## src/rtl/cpu_pkg.sv

```systemverilog
// Shared opcode constants, PC-select and sequencer-state encodings for the 5-stage pipeline.
package cpu_pkg;

  localparam logic [5:0] OP_ADD  = 6'b000000;
  localparam logic [5:0] OP_SUB  = 6'b000001;
  localparam logic [5:0] OP_OR   = 6'b000010;
  localparam logic [5:0] OP_AND  = 6'b000011;
  localparam logic [5:0] OP_LW   = 6'b100011;
  localparam logic [5:0] OP_SW   = 6'b101011;
  localparam logic [5:0] OP_BEQ  = 6'b000100;
  localparam logic [5:0] OP_XORI = 6'b001111;
  localparam logic [5:0] OP_J    = 6'b100000;

  typedef enum logic [1:0] {
    PC_SEQ = 2'b00,
    PC_BR  = 2'b01,
    PC_JMP = 2'b10
  } pcSel_e;

  typedef enum logic [1:0] {
    RUN      = 2'b00,
    MEM_WAIT = 2'b01,
    ERR      = 2'b10
  } ctrlState_e;

  // True when the opcode reads rt as a source operand (a load can feed it through rt).
  function automatic logic usesRtSrc(input logic [5:0] op);
    logic res;
    case (op)
      OP_ADD, OP_SUB, OP_OR, OP_AND, OP_SW, OP_BEQ: res = 1'b1;
      OP_LW, OP_XORI, OP_J:                         res = 1'b0;
      default:                                      res = 1'b0;
    endcase
    return res;
  endfunction

endpackage

```

## src/rtl/hazard_sat_counter.sv

```systemverilog
// Saturating up-counter with synchronous clear; clear and enable together load the value 1.
module hazard_sat_counter #(
  parameter int W = 16
) (
  input  logic         clk,
  input  logic         rst_n,
  input  logic         clr,
  input  logic         en,
  output logic [W-1:0] count
);

  logic [W-1:0] countReg;
  logic [W-1:0] baseVal;
  logic [W-1:0] countNext;

  always_comb begin
    baseVal   = clr ? '0 : countReg;
    countNext = baseVal;
    if (en && !(&baseVal)) begin
      countNext = baseVal + W'(1);
    end
  end

  always_ff @(posedge clk or negedge rst_n) begin
    if (!rst_n) begin
      countReg <= '0;
    end else begin
      countReg <= countNext;
    end
  end

  assign count = countReg;

endmodule

```

## src/rtl/pipeline_hazard_ctrl.sv

```systemverilog
// Pipeline sequencer: load-use stalls, branch/jump redirects, data-memory wait with timeout,
// and a saturating stall-cycle counter. All strobes are combinational from inputs and state.
module pipeline_hazard_ctrl
  import cpu_pkg::*;
#(
  parameter int MEM_TIMEOUT = 16,
  parameter int CNT_W       = 16
) (
  input  logic             clk,
  input  logic             rst_n,
  input  logic [5:0]       id_opcode,
  input  logic [4:0]       id_rs,
  input  logic [4:0]       id_rt,
  input  logic             ex_memread,
  input  logic [4:0]       ex_rt,
  input  logic             ex_branch_taken,
  input  logic             mem_req,
  input  logic             dmem_ack,
  output logic             pc_write,
  output logic             ifid_write,
  output logic             ifid_flush,
  output logic             idex_bubble,
  output logic             exmem_hold,
  output logic [1:0]       pc_sel,
  output logic             mem_timeout_err,
  output logic [CNT_W-1:0] stall_cnt
);

  localparam int WAIT_W = $clog2(MEM_TIMEOUT + 1);
  localparam logic [WAIT_W-1:0] WAIT_LAST = WAIT_W'(MEM_TIMEOUT - 1);

  ctrlState_e        stateReg;
  ctrlState_e        stateNext;
  logic              errReg;
  logic              errNext;
  logic              loadUse;
  logic              memStall;
  logic              freeze;
  logic              waitClr;
  logic              waitEn;
  logic [WAIT_W-1:0] waitCnt;
  pcSel_e            pcSel;

  assign loadUse  = ex_memread && (ex_rt != 5'd0) &&
                    ((ex_rt == id_rs) || ((ex_rt == id_rt) && usesRtSrc(id_opcode)));
  assign memStall = mem_req && !dmem_ack;

  always_comb begin
    pc_write    = 1'b1;
    ifid_write  = 1'b1;
    ifid_flush  = 1'b0;
    idex_bubble = 1'b0;
    exmem_hold  = 1'b0;
    pcSel       = PC_SEQ;
    freeze      = 1'b0;
    stateNext   = stateReg;
    errNext     = errReg;
    waitClr     = 1'b0;
    waitEn      = 1'b0;

    case (stateReg)
      RUN: begin
        waitClr = 1'b1;
        if (memStall) begin
          // Clear plus enable loads the wait counter with 1 for this first waiting cycle.
          freeze    = 1'b1;
          waitEn    = 1'b1;
          stateNext = MEM_WAIT;
        end else if (ex_branch_taken) begin
          pcSel       = PC_BR;
          ifid_flush  = 1'b1;
          idex_bubble = 1'b1;
        end else if (id_opcode == OP_J) begin
          pcSel      = PC_JMP;
          ifid_flush = 1'b1;
        end else if (loadUse) begin
          pc_write    = 1'b0;
          ifid_write  = 1'b0;
          idex_bubble = 1'b1;
        end
      end
      MEM_WAIT: begin
        freeze = 1'b1;
        if (dmem_ack) begin
          stateNext = RUN;
        end else begin
          waitEn = 1'b1;
          if (waitCnt >= WAIT_LAST) begin
            stateNext = ERR;
            errNext   = 1'b1;
          end
        end
      end
      ERR: begin
        freeze = 1'b1;
      end
      default: begin
        stateNext = RUN;
      end
    endcase

    // A memory freeze overrides every redirect and stall decided above.
    if (freeze) begin
      pc_write    = 1'b0;
      ifid_write  = 1'b0;
      ifid_flush  = 1'b0;
      idex_bubble = 1'b0;
      exmem_hold  = 1'b1;
      pcSel       = PC_SEQ;
    end
  end

  always_ff @(posedge clk or negedge rst_n) begin
    if (!rst_n) begin
      stateReg <= RUN;
      errReg   <= 1'b0;
    end else begin
      stateReg <= stateNext;
      errReg   <= errNext;
    end
  end

  hazard_sat_counter #(
    .W(WAIT_W)
  ) waitCounter (
    .clk   (clk),
    .rst_n (rst_n),
    .clr   (waitClr),
    .en    (waitEn),
    .count (waitCnt)
  );

  hazard_sat_counter #(
    .W(CNT_W)
  ) stallCounter (
    .clk   (clk),
    .rst_n (rst_n),
    .clr   (1'b0),
    .en    (!pc_write),
    .count (stall_cnt)
  );

  assign pc_sel          = pcSel;
  assign mem_timeout_err = errReg;

endmodule
```

## config.mk

```make
export PLATFORM = sky130hd
export DESIGN_NAME = pipeline_hazard_ctrl
export DESIGN_NICKNAME = d
export VERILOG_FILES = /design/src/rtl/cpu_pkg.sv /design/src/rtl/hazard_sat_counter.sv /design/src/rtl/pipeline_hazard_ctrl.sv
export SDC_FILE = /design/constraint.sdc
export NUM_CORES = 1
export LEC_CHECK = 0
export ABC_AREA = 1
export CORE_ASPECT_RATIO = 0.7
export CORE_MARGIN = 3
export CORE_UTILIZATION = 33
export DETAILED_ROUTE_END_ITERATION = 7
export MAX_ROUTING_LAYER = met4
export PLACE_DENSITY = 0.55
export SLEW_MARGIN = 20
export SYNTH_ARGS = -nofsm -noshare
export SYNTH_HDL_FRONTEND = slang
export SYNTH_SLANG_ARGS = --single-unit
```

## constraint.sdc

```tcl
create_clock -name clk -period 2.35 [get_ports clk]
set_input_delay 0.47 -clock clk [delete_from_list [all_inputs] [get_ports clk]]
set_output_delay 0.47 -clock clk [all_outputs]
set_load 0.005 [all_outputs]
```

# Yosys cells after proc, flatten, opt, wreduce, memory -nomap -nowiden
# Index checks and enable logic that the tools add are counted.
[op_classes] n_addsub=2 n_lt_le_gt_ge=1 n_eq_ne=12 muxes=35 n_bitwise=2 reduce_logical=20
[op_table] operator="$mux 1" count=22
[op_table] operator="$add 16x1->16 const B" count=1
[op_table] operator="$mux 2" count=8
[op_table] operator="$reduce_and 16->1" count=1
[op_table] operator="$eq 6x2->1 const B" count=2
[op_table] operator="$eq 6x6->1 const B" count=2
[op_table] operator="$eq 5x5->1" count=2
[op_table] operator="$mux 5" count=2
[op_table] operator="$eq 6x1->1 const B" count=1
[op_table] operator="$eq 6x3->1 const B" count=1
[op_table] operator="$logic_and 1x1->1" count=6
[op_table] operator="$logic_not 6->1" count=1
[op_table] operator="$pmux 2 s3" count=1
[op_table] operator="$reduce_and 3->1" count=2
[op_table] operator="$reduce_or 6->1" count=1
[op_table] operator="$add 5x1->5 const B" count=1
[op_table] operator="$ge 5x4->1 const B" count=1
[op_table] operator="$reduce_and 5->1" count=1
[op_table] operator="$reduce_bool 5->1" count=1
[op_table] operator="$logic_not 1->1" count=4
[op_table] operator="$pmux 1 s2" count=2
[op_table] operator="$ne 3x3->1 const B" count=1
[op_table] operator="$eq 2x1->1 const B" count=1
[op_table] operator="$eq 2x2->1 const B" count=1
[op_table] operator="other kinds (5)" count=6
[totals] ff_bits=24 in_bits=27 output_inout_bits=24 elab_cells=76

# Longest topological paths before layout
[depth] depth_word=14 ltp_mapped=13 ltp_nobuf=12

# Cells and area by module
# Synthesis repeated with hierarchy kept, for this count alone.
[unflattened] hier_cells=318 area_unflattened_um2=2093.3
[modules_own_cells] module="hazard_sat_counter (stallCounter)" instances=1 cells_per_inst=185 area_each_um2=1209.9 seq_area_each_um2=400.4
[modules_own_cells] module="pipeline_hazard_ctrl" instances=1 cells_per_inst=95 area_each_um2=571.8 seq_area_each_um2=75.1
[modules_own_cells] module="hazard_sat_counter (waitCounter)" instances=1 cells_per_inst=38 area_each_um2=311.5 seq_area_each_um2=125.1

# Worst setup path before layout
# Ideal clock, no wire load.
[synth_timing] path_type="flip-flop to output port" startpoint="reg stateReg[0]" endpoint="out pc_write" t_arrival_ns=1.665 required_ns=1.880 path_slack_ns=0.215 stages_incl_launch_ff=10 n_path_buf=2 cell_sequence="dfrtp_1 > inv_1 > ha_1 > inv_1 > nor2_1 > o21bai_1 > nand2_1 > buf_2 > inv_1 > buf_4"
[synth_via] elab_chain_cells=4 elab_cells_between_ends=7 cone_classes="eq/ne (2); mux (3); reduce/logical (2)"
[synth_lines] item="from (decl)" line_no="pipeline_hazard_ctrl.sv:32" source="ctrlState_e stateReg;"
[synth_lines] item="from (signal assigned)" line_no="pipeline_hazard_ctrl.sv:118" source="stateReg <= stateNext;"
[synth_lines] item="$eq 2x1->1 or $eq 2x2->1 (tied branches)" line_no="pipeline_hazard_ctrl.sv:61" source="case (stateReg)"
[synth_lines] item="$reduce_or 2->1 (no line)"
[synth_lines] item="$pmux 1 s2" line_no="pipeline_hazard_ctrl.sv:61"
[synth_lines] item="$mux 1 (*)"
[synth_lines] item="to (decl)" line_no="pipeline_hazard_ctrl.sv:19" source="output logic pc_write,"
# Mark *: on every way between the ends. The rest lies on a longest branch, timed or not.

# Final worst setup path
[layout_timing] startpoint="reg stateReg[1]" endpoint="out pc_write"
[layout_via] elab_chain_cells=4 elab_cells_between_ends=7 cone_classes="eq/ne (2); mux (3); reduce/logical (2)"
[layout_lines] item="$eq 2x1->1 or $eq 2x2->1 (tied branches)" line_no="pipeline_hazard_ctrl.sv:61"
[layout_lines] item="$reduce_or 2->1 (no line)"
[layout_lines] item="$pmux 1 s2" line_no="pipeline_hazard_ctrl.sv:61"
[layout_lines] item="$mux 1 (*)" line_no="pipeline_hazard_ctrl.sv:103" source="if (freeze) begin"
# Marks and branches as above.

==> impl_results.md <==
- Syn Inst Count: 239
- Width of the die: 93.5 um
- Pin count of the biggest net entering global routing: 25
- Initial DRC Count: 75
- Vias/cell: 4.49
- Element type at the critical path end: primary output
- Status: finished, final reports clean
- Pwr Density: 849 mW/mm^2
- Total die area: 0.00628 mm^2
- Initial antenna violation count: 0
- Part of the cycle the worst path needs: 96.8%
- # diodes: 0
- Leading area contributor after synthesis: dfrtp_1
- Drc violations: 0
- HPWL after DPL: 3440 um
- Max-cap viol count: 0
- # port buffers: 50
- Synthesis warning total: 0
- Crit path DAT: 1.81 ns
- Number of buffers created by CTS: 3
- Syn nets: 273
- Synth area leaders: dfrtp_1 34%, nand2_1 13%, xor2_1 8.4%, nand3_1 7.9%, inv_1 5.9%
- Initial core utilization: 35.6%
- Final wirelength: 4430 um
- Post-synth top area share: 34.0%
- Core Util, Final: 51.7%
- Global placement routability congestion: 0.862
- Maximum VDD drop: 400 uV
- Max-slew violation count: 0
- Antenna-violating nets left: 0
- First-pass GRT wire length: 7380 um
- Crit path launch type: flip-flop
- Gr usage total: 15.1%
- Final Power: 2180 uW
- Worst-Skew Late Latency: 0.27 ns
- RSZ-0062 raised after global routing: true
- Yosys cell types: 30
- Drt first pass iters: 4
- Final Setup Violations: 0
- Layout cells sized above 1: 17.1%
- Fmax: 439 MHz
- Required time worst endpoint: 1.88 ns
- Final net count: 339
- GRT overflow: 0
- Sequential share of the synthesized area: 34.0%
- Hold Crit Class: reg -> reg
- Clock sink count: 24
- Die Y: 67.2 um
- Pre-CTS setup slack: -0.312 ns
- Leak pwr: 0.00132 uW
- Hold Vio Cnt, Final: 0
- CTS root buffer: clkbuf_8
- Mapped cell area: 0.00177 mm^2
- Final worst clock skew: 0.00587 ns
- Clock slew at reported path FFs: 0.09 ns
- Hold_ws: 0.486 ns
- Longest Clk Path Bufs: 2
- Number of synthesized register bits: 24
- Core area: 0.00497 mm^2
- Crit Path Class: reg -> out
- Row cnt: 21
- Hold-fix buffers, CTS: 0
- H-Tree Depth: 1
- Max_slew headroom: 78.1%
- Worst-Margin Slew: 0.325 ns
- Layout area overhead: 45.3%
- Tmin final: 2.28 ns
- Setup slack after layout: 0.0742 ns
- CTS tree: built
- Dpl cell area: 0.00240 mm^2
- Mean Syn Cell Area: 7.39 um^2
- Avg WL per Cell: 11.9 um
- Post-route cell area: 0.00257 mm^2
- Routed via count: 1675
- Vias in the first global route: 1560
- I/O Pins: 51
- CP max FO: 3
[power by group]
part	internal (uW)	leakage (uW)	switching [uW]	total [uW]
logic	587	0.000963	645	1230
clock network	228	0.0000357	139	367
registers	495	0.000325	84.6	579
[worst paths after layout]
kind / startpoint / endpoint / slack (ns) / cells past startpoint
max: stateReg[1] / pc_write / 0.07 / 8
max reg2reg: stateReg[1] / waitCounter.count[1] / 0.18 / 10
min: mem_timeout_err / mem_timeout_err / 0.49 / 1
min reg2reg: mem_timeout_err / mem_timeout_err / 0.49 / 1
min in group asynchronous: rst_n / stallCounter.count[2] / 0.56 / 2
max in group asynchronous: rst_n / stallCounter.count[11] / 1.55 / 2
[kinds of logic (layout without fill, tap and decap cells)]
group	Yosys count	count (layout)	share of synthesized area, %
multiplexers	2	2	1.27
flip-flops	24	24	34.0
buffers and inverters	34	99	8.00
AO/OA/AOI/OAI	9	9	3.19
adder cells (fa/ha/maj)	7	7	4.96
AND/OR/NAND/NOR	138	138	36.2
XOR/XNOR	25	25	12.4
[layout make-up]
| class | instances | area, um^2 |
|---|---|---|
| tap | 69 | 86.3 |
| multi-input combinational | 181 | 1080 |
| timing repair buffer | 66 | 616 |
| clock inverter | 1 | 30.0 |
| sequential | 24 | 601 |
| clock buffer | 3 | 41.3 |
| fill | 487 | 2400 |
| inverter | 29 | 109 |
[routing by layer]
layer	vias to the layer above	wire (um)	track usage [%]	part of all wire [%]
met2	17	1930	22.8	43
met1	761	2360	21.7	53
met3	4	122	2.78	2.8
li1	893	-	-	-
met5	-	0	-	0
met4	0	22	2.19	0.50
[cells in the mapped netlist]
master    count
a211o_1       1
a21oi_1       2
and3_1        1
buf_2         2
buf_4         1
buf_6         1
clkbuf_1      1
dfrtp_1      24
ha_1          7
inv_1        28
inv_2         1
mux2_2        2
nand2_1      63
nand2_2       1
nand2_4       1
nand3_1      28
nand3_2       1
nand3b_1      1
nand4_1       2
nand4_4       1
nor2_1       26
nor2_4        1
nor3_1        8
nor3_2        1
nor3_4        1
nor4_1        2
o21ai_0       3
o21bai_1      3
xnor2_1       8
xor2_1       17
[sequential cells by signal, indices dropped and copies added, names as in the netlist]
register / count
mem_timeout_err: 1
stallCounter.count: 16
stateReg: 2
waitCounter.count: 5
[placed cells by master, fill, tap and decap left out, types with 2 or more instances in the layout]
cell type        Yosys  layout
dlymetal6s2s_1       0       9
nand2_2              1       4
ha_1                 7       6
nand2_1             63      59
inv_2                1       6
xor2_1              17      17
nor2_2               0       3
clkdlybuf4s50_1      0      25
nand3_1             28      26
o21ai_0              3       2
nor3_2               1       2
nand4_1              2       2
clkbuf_8             0       3
dlygate4sd2_1        0      13
buf_4                1      15
xnor2_1              8       8
nor3_1               8       7
nand2_4              1       2
buf_2                2       2
dfrtp_1             24      24
nand3_2              1       3
mux2_2               2       2
nor2_1              26      23
nor4_1               2       2
inv_1               28      23
[critical path: stages (launching register included)]
cell	delay (ns)
dfrtp_1	0.40
buf_4	0.14
buf_4	0.13
ha_1	0.18
o21bai_4	0.17
buf_4	0.15
nand2_4	0.08
inv_2	0.04
dlygate4sd2_1	0.25
[through the flow]
stage          cells  TNS, ns
2_1_floorplan    239        0
3_3_place_gp     364    -1.65
3_5_place_dp     364    -1.66
4_1_cts          372  -0.0326
5_1_grt          373  -0.0271
6_report         373        0
[what timing repair did]
| action | 4_1_cts | 5_1_grt |
|---|---|---|
| setup buffers | 4 | 1 |
| setup endpoints to repair | 7 | 8 |
| gates resized for setup | 29 | 27 |
| pin swaps | 10 | 11 |
(Power assumes the default switching activity.)
